`src/rtl/sync_frame_deserializer.sv`:
```
// sync_frame_deserializer
// Hunts for a programmable sync word in a serial bitstream, confirms
// alignment over LOCK_CNT consecutive frames, then emits DATA_W-bit payload
// words. Lock is dropped after LOSS_CNT consecutive sync misses.
//
// Ports:
//   t_clk        bit clock, rising edge
//   rst_n        asynchronous active-low reset
//   en           bit-sample enable
//   data_in      serial data, MSB of each field first
//   data_out     last payload word (held between strobes)
//   data_valid   one-cycle pulse, data_out updated
//   frame_start  one-cycle pulse with the first word of a frame
//   locked       high while in LOCKED
//   sync_err     one-cycle pulse on a sync miss while LOCKED
//
// state  | meaning
// HUNT   | search every enabled bit for the sync pattern
// VERIFY | candidate alignment found, confirm at each frame check point
// LOCKED | aligned, emit payload words, count sync misses
module sync_frame_deserializer #(
   parameter int          DATA_W        = 8,
   parameter int          SYNC_W        = 8,
   parameter logic [SYNC_W-1:0] SYNC_PAT = 8'hA5,
   parameter int          PAYLOAD_WORDS = 4,
   parameter int          LOCK_CNT      = 2,
   parameter int          LOSS_CNT      = 2
) (
   input  logic              t_clk,
   input  logic              rst_n,
   input  logic              en,
   input  logic              data_in,
   output logic [DATA_W-1:0] data_out,
   output logic              data_valid,
   output logic              frame_start,
   output logic              locked,
   output logic              sync_err
);

   localparam int SR_W     = (SYNC_W > DATA_W) ? SYNC_W : DATA_W;
   localparam int PAY_BITS = PAYLOAD_WORDS * DATA_W;
   localparam int F        = SYNC_W + PAY_BITS;
   localparam int POS_W    = $clog2(F);
   localparam int WB_W     = (DATA_W > 1) ? $clog2(DATA_W) : 1;
   localparam int GC_W     = $clog2(LOCK_CNT + 1);
   localparam int MC_W     = $clog2(LOSS_CNT + 1);

   localparam logic [POS_W-1:0] POS_LAST  = POS_W'(F - 1);
   localparam logic [POS_W-1:0] POS_PAY   = POS_W'(PAY_BITS);
   localparam logic [POS_W-1:0] POS_FIRST = POS_W'(DATA_W - 1);
   localparam logic [WB_W-1:0]  WB_LAST   = WB_W'(DATA_W - 1);
   localparam logic [GC_W-1:0]  GC_ONE    = GC_W'(1);
   localparam logic [GC_W-1:0]  GC_MAX    = GC_W'(LOCK_CNT);
   localparam logic [MC_W-1:0]  MC_ONE    = MC_W'(1);
   localparam logic [MC_W-1:0]  MC_MAX    = MC_W'(LOSS_CNT);

   typedef enum logic [1:0] {HUNT, VERIFY, LOCKED} state_t;

   state_t            state;
   logic [SR_W-1:0]   sr;
   logic [SR_W-1:0]   shifted;
   logic [POS_W-1:0]  pos;
   logic [POS_W-1:0]  pos_nxt;
   logic [WB_W-1:0]   wbit;
   logic [WB_W-1:0]   wbit_nxt;
   logic [GC_W-1:0]   good_cnt;
   logic [MC_W-1:0]   miss_cnt;
   logic              match;
   logic              at_check;
   logic              in_payload;
   logic              word_end;

   // wbit tracks the bit index inside the current payload word so word ends
   // are found without a modulo on pos; it idles at 0 during the sync field.
   always_comb begin
      shifted    = {sr[SR_W-2:0], data_in};
      match      = (shifted[SYNC_W-1:0] == SYNC_PAT);
      at_check   = (pos == POS_LAST);
      in_payload = (pos < POS_PAY);
      word_end   = in_payload && (wbit == WB_LAST);
      pos_nxt    = at_check ? '0 : pos + POS_W'(1);
      wbit_nxt   = wbit;
      if (at_check || word_end) begin
         wbit_nxt = '0;
      end else if (in_payload) begin
         wbit_nxt = wbit + WB_W'(1);
      end
   end

   always_ff @(posedge t_clk or negedge rst_n) begin
      if (!rst_n) begin
         state       <= HUNT;
         sr          <= '0;
         pos         <= '0;
         wbit        <= '0;
         good_cnt    <= '0;
         miss_cnt    <= '0;
         data_out    <= '0;
         data_valid  <= 1'b0;
         frame_start <= 1'b0;
         locked      <= 1'b0;
         sync_err    <= 1'b0;
      end else begin
         data_valid  <= 1'b0;
         frame_start <= 1'b0;
         sync_err    <= 1'b0;
         if (en) begin
            sr <= shifted;
            unique case (state)
               HUNT: begin
                  if (match) begin
                     pos      <= '0;
                     wbit     <= '0;
                     good_cnt <= GC_ONE;
                     miss_cnt <= '0;
                     if (LOCK_CNT == 1) begin
                        state  <= LOCKED;
                        locked <= 1'b1;
                     end else begin
                        state <= VERIFY;
                     end
                  end
               end
               VERIFY: begin
                  pos  <= pos_nxt;
                  wbit <= wbit_nxt;
                  if (at_check) begin
                     if (!match) begin
                        state    <= HUNT;
                        good_cnt <= '0;
                     end else if (good_cnt + GC_ONE == GC_MAX) begin
                        state    <= LOCKED;
                        locked   <= 1'b1;
                        good_cnt <= '0;
                        miss_cnt <= '0;
                     end else begin
                        good_cnt <= good_cnt + GC_ONE;
                     end
                  end
               end
               LOCKED: begin
                  pos  <= pos_nxt;
                  wbit <= wbit_nxt;
                  if (word_end) begin
                     data_out    <= shifted[DATA_W-1:0];
                     data_valid  <= 1'b1;
                     frame_start <= (pos == POS_FIRST);
                  end
                  if (at_check) begin
                     if (match) begin
                        miss_cnt <= '0;
                     end else begin
                        sync_err <= 1'b1;
                        if (miss_cnt + MC_ONE == MC_MAX) begin
                           state    <= HUNT;
                           locked   <= 1'b0;
                           miss_cnt <= '0;
                        end else begin
                           miss_cnt <= miss_cnt + MC_ONE;
                        end
                     end
                  end
               end
               default: begin
                  state  <= HUNT;
                  locked <= 1'b0;
               end
            endcase
         end
      end
   end

endmodule

```
`config.mk`:
```
export PLATFORM = sky130hd
export DESIGN_NAME = sync_frame_deserializer
export DESIGN_NICKNAME = d
export VERILOG_FILES = /design/src/rtl/sync_frame_deserializer.sv
export SDC_FILE = /design/constraint.sdc
export NUM_CORES = 1
export LEC_CHECK = 0
export BUFFER_PORTS_ARGS = -buffer_cell sky130_fd_sc_hd__clkbuf_2
export CAP_MARGIN = 20
export CORE_UTILIZATION = 40
export DETAILED_ROUTE_END_ITERATION = 10
export GPL_TIMING_DRIVEN = 0
export RECOVER_POWER = 25
export SLEW_MARGIN = 20
export SYNTH_ARGS = -nofsm -noshare
export SYNTH_HDL_FRONTEND = slang
export SYNTH_SLANG_ARGS = --single-unit
```
`constraint.sdc`:
```
create_clock -name t_clk -period 2.5 [get_ports t_clk]
set_input_delay 0 -clock t_clk [delete_from_list [all_inputs] [get_ports t_clk]]
set_output_delay 0 -clock t_clk [all_outputs]
set_load 0.02 [all_outputs]
```
==> impl_metrics.tcl <==
set metrics [dict create \
    worst_slack_ns 0.312 \
    regArea_um2 851 \
    fillers 414 \
    fin_cells 234 \
    fin_crit_sh_pct 87.5 \
    avgRoutedWirePerCell_um 13.8 \
    finalCriticalPeriod_ns 2.19 \
    async_reset_ff_share_pct 100 \
    core_um2 4030 \
    path_clk_slew_ns 0.07 \
    dp_cells 224 \
    drv_cap 1 \
    post_cts_resized 0 \
    netlist_instances 159 \
    post-place-ws_ns 0.317 \
    post-route-drc-count 0 \
    rsz0062_at_grt "false" \
    cp-start-kind "flop" \
    grt_max_degree 35 \
    grt_pass1_vias 1196 \
    cts_setup_buffers 0 \
    synth_area_leaders "dfrtp_1 (50%), nand2_1 (7.5%), ha_1 (5.9%)" \
    dieArea_um2 4490 \
    place.gp.congestion 0.799 \
    synthFlopType "dfrtp_1" \
    fin_tns_setup_ns 0 \
    pwr_density_cell_nw_per_um2 1050 \
    finalSetupViolations 0 \
    synth-edff-count 0 \
    crit_required_ns 2.64 \
    slew_violations 35 \
    yosysWarnings 0 \
    cts_buffer_depth 2 \
    drt_iter0_markers 37 \
    post-route-util_pct 47.8 \
    viasPerCell 5.25 \
    antenna_found_initial 0 \
    crit_path_end_kind "flop" \
    netlist_area_um2 1690 \
    drive_gt1_share_pct 14.1 \
    vias 1229 \
    pin_count 16 \
    min_path_type "input pin to flop" \
    tightest_slew_ns 1.81 \
    netlist.area_leader.share_pct 50.3 \
    synth.top_cells.by_count "dfrtp_1 (34), nand2_1 (34), ha_1 (8), inv_1 (8), mux2_2 (8)" \
    clock_skew_ns 0.00713 \
    dp_hpwl_um 2340 \
    numCtsBuffers 5 \
    std_cell_rows 23 \
    yosys.area.top_type "dfrtp_1" \
    cts_sinks 34 \
    p_leak_uw 0.000864 \
    vdd_drop_max_v 0.000433 \
    htreeDepth 2 \
    synth_cell_types 36 \
    syn_area_per_cell_um2 10.6 \
    initial_core_util_pct 42.0 \
    nNetsFinal 195 \
    grt_pass1_wl_um 5580 \
    fin_hold_ws_ns 0.211 \
    max-slew-margin-rel_pct -20.4 \
    die_h_um 67.0 \
    insertion_delay_ns 0.28 \
    syn_nets 171 \
    worstPathMaxFanout 10 \
    postRouteAntennaNets 0 \
    outcome "complete, but fails checks" \
    first_pass_iters 4 \
    synth-seq-cells 34 \
    fmax_mhz 457 \
    area_growth_pct 13.9 \
    crit_arrival_ns 2.33 \
    cts_tree "yes" \
    multi_input_area_um2 795 \
    port_buffers 15 \
    cts_root_buf "clkbuf_8" \
    die_w_um 67.0 \
    finalHoldViolations 0 \
    track_usage_pct 17.0 \
    drt_wl_total_um 3230 \
    violations "max-capacitance violations, max-slew violations" \
    diodes 0 \
    overflow 0 \
    crit_type "flop to flop" \
    seq_area_frac_synth_pct 50.3 \
]
==> path summary, 6_finish.rpt <==
check | startpoint | endpoint | slack [ns] | cells after the start
worst max-delay path | state[0] | pos[3] | 0.31 | 9
worst min-delay path | en | good_cnt[0] | 0.21 | 4
worst max register to register | state[0] | pos[3] | 0.31 | 9
worst min register to register | data_out[1] | data_out[1] | 0.48 | 2
max in group asynchronous | rst_n | state[0] | 0.71 | 2
min in group asynchronous | rst_n | frame_start | 0.74 | 2
==> critical path: stages (launching register included) <==
cell and delay [ns]:
dfrtp_1 0.40, inv_1 0.10, ha_1 0.28, clkbuf_1 0.30
nor2b_1 0.19, a31oi_1 0.04, nand2b_1 0.21, clkbuf_1 0.23
o21ai_0 0.20, o31ai_1 0.10
==> per-stage QoR <==
| stage | area (um^2) | total power [uW] |
|---|---|---|
| finish | 1930 | 2020 |
| global route | 1930 | 2180 |
| CTS | 1940 | 2060 |
| detailed placement | 1830 | 1630 |
| global placement | 1830 | 1600 |
| floorplan | 1690 | 1420 |
==> flip-flops by register name, indices dropped and copies added (netlist names) <==
name / count
state: 2
pos: 6
sync_err: 1
good_cnt: 2
sr: 7
wbit: 3
data_out: 8
miss_cnt: 2
frame_start: 1
locked: 1
data_valid: 1
==> cell usage in the layout, fill, tap and decap left out, types with 2 or more instances in the layout <==
| cell type | count |
|---|---|
| nand2_1 | 34 |
| dfrtp_1 | 34 |
| clkbuf_1 | 17 |
| inv_1 | 8 |
| ha_1 | 8 |
| mux2_2 | 7 |
| a31oi_1 | 7 |
| nand3_1 | 6 |
| o21ai_0 | 6 |
| clkbuf_8 | 6 |
| nor3_1 | 5 |
| nor2b_1 | 4 |
| nor2_1 | 4 |
| mux2i_1 | 4 |
| a21boi_0 | 3 |
| o31ai_1 | 3 |
| and4bb_2 | 2 |
| nand2b_1 | 2 |
| dlygate4sd3_1 | 2 |
==> layer usage <==
metal | GRT usage [%] | up-vias | share of wire, % | routed length (um)
li1 | - | 604 | - | -
met1 | 20.7 | 603 | 46 | 1500
met2 | 28.5 | 18 | 49 | 1580
met3 | 4.28 | 4 | 3.6 | 117
met4 | 6.38 | 0 | 1.1 | 36
met5 | 0 | - | 0 | 0
==> cell families (layout without fill, tap and decap cells) <==
kind of cell	after synthesis	count (layout)	share of synthesized area, %
compound gates	27	27	12.3
fa+ha+maj	8	8	5.92
buf+inv	12	37	2.66
flops	34	34	50.3
mux	13	13	8.59
simple gates	65	65	20.2
==> final cells by class <==
| cell class | count | area share (%) |
|---|---|---|
| multi-input cells | 113 | 41.3 |
| repair buffers | 17 | 4.03 |
| plain buffers | 3 | 0.585 |
| inverters | 9 | 1.75 |
| clock buffers | 6 | 4.29 |
| well taps | 50 | 3.25 |
| clock inverters | 2 | 0.650 |
| flip-flops and latches | 34 | 44.2 |
==> power by group <==
part           switching [uW]  internal (uW)
clock                     197            221
combinational             455            303
sequential                133            712
==> what timing repair did <==
| item | 4_1_cts | 5_1_grt |
|---|---|---|
| endpoints found under the setup margin | 0 | 0 |
| hold buffers | 2 | 0 |
| hold endpoints to repair | 36 | 0 |
No activity file was read; power rests on OpenSTA's default activity.
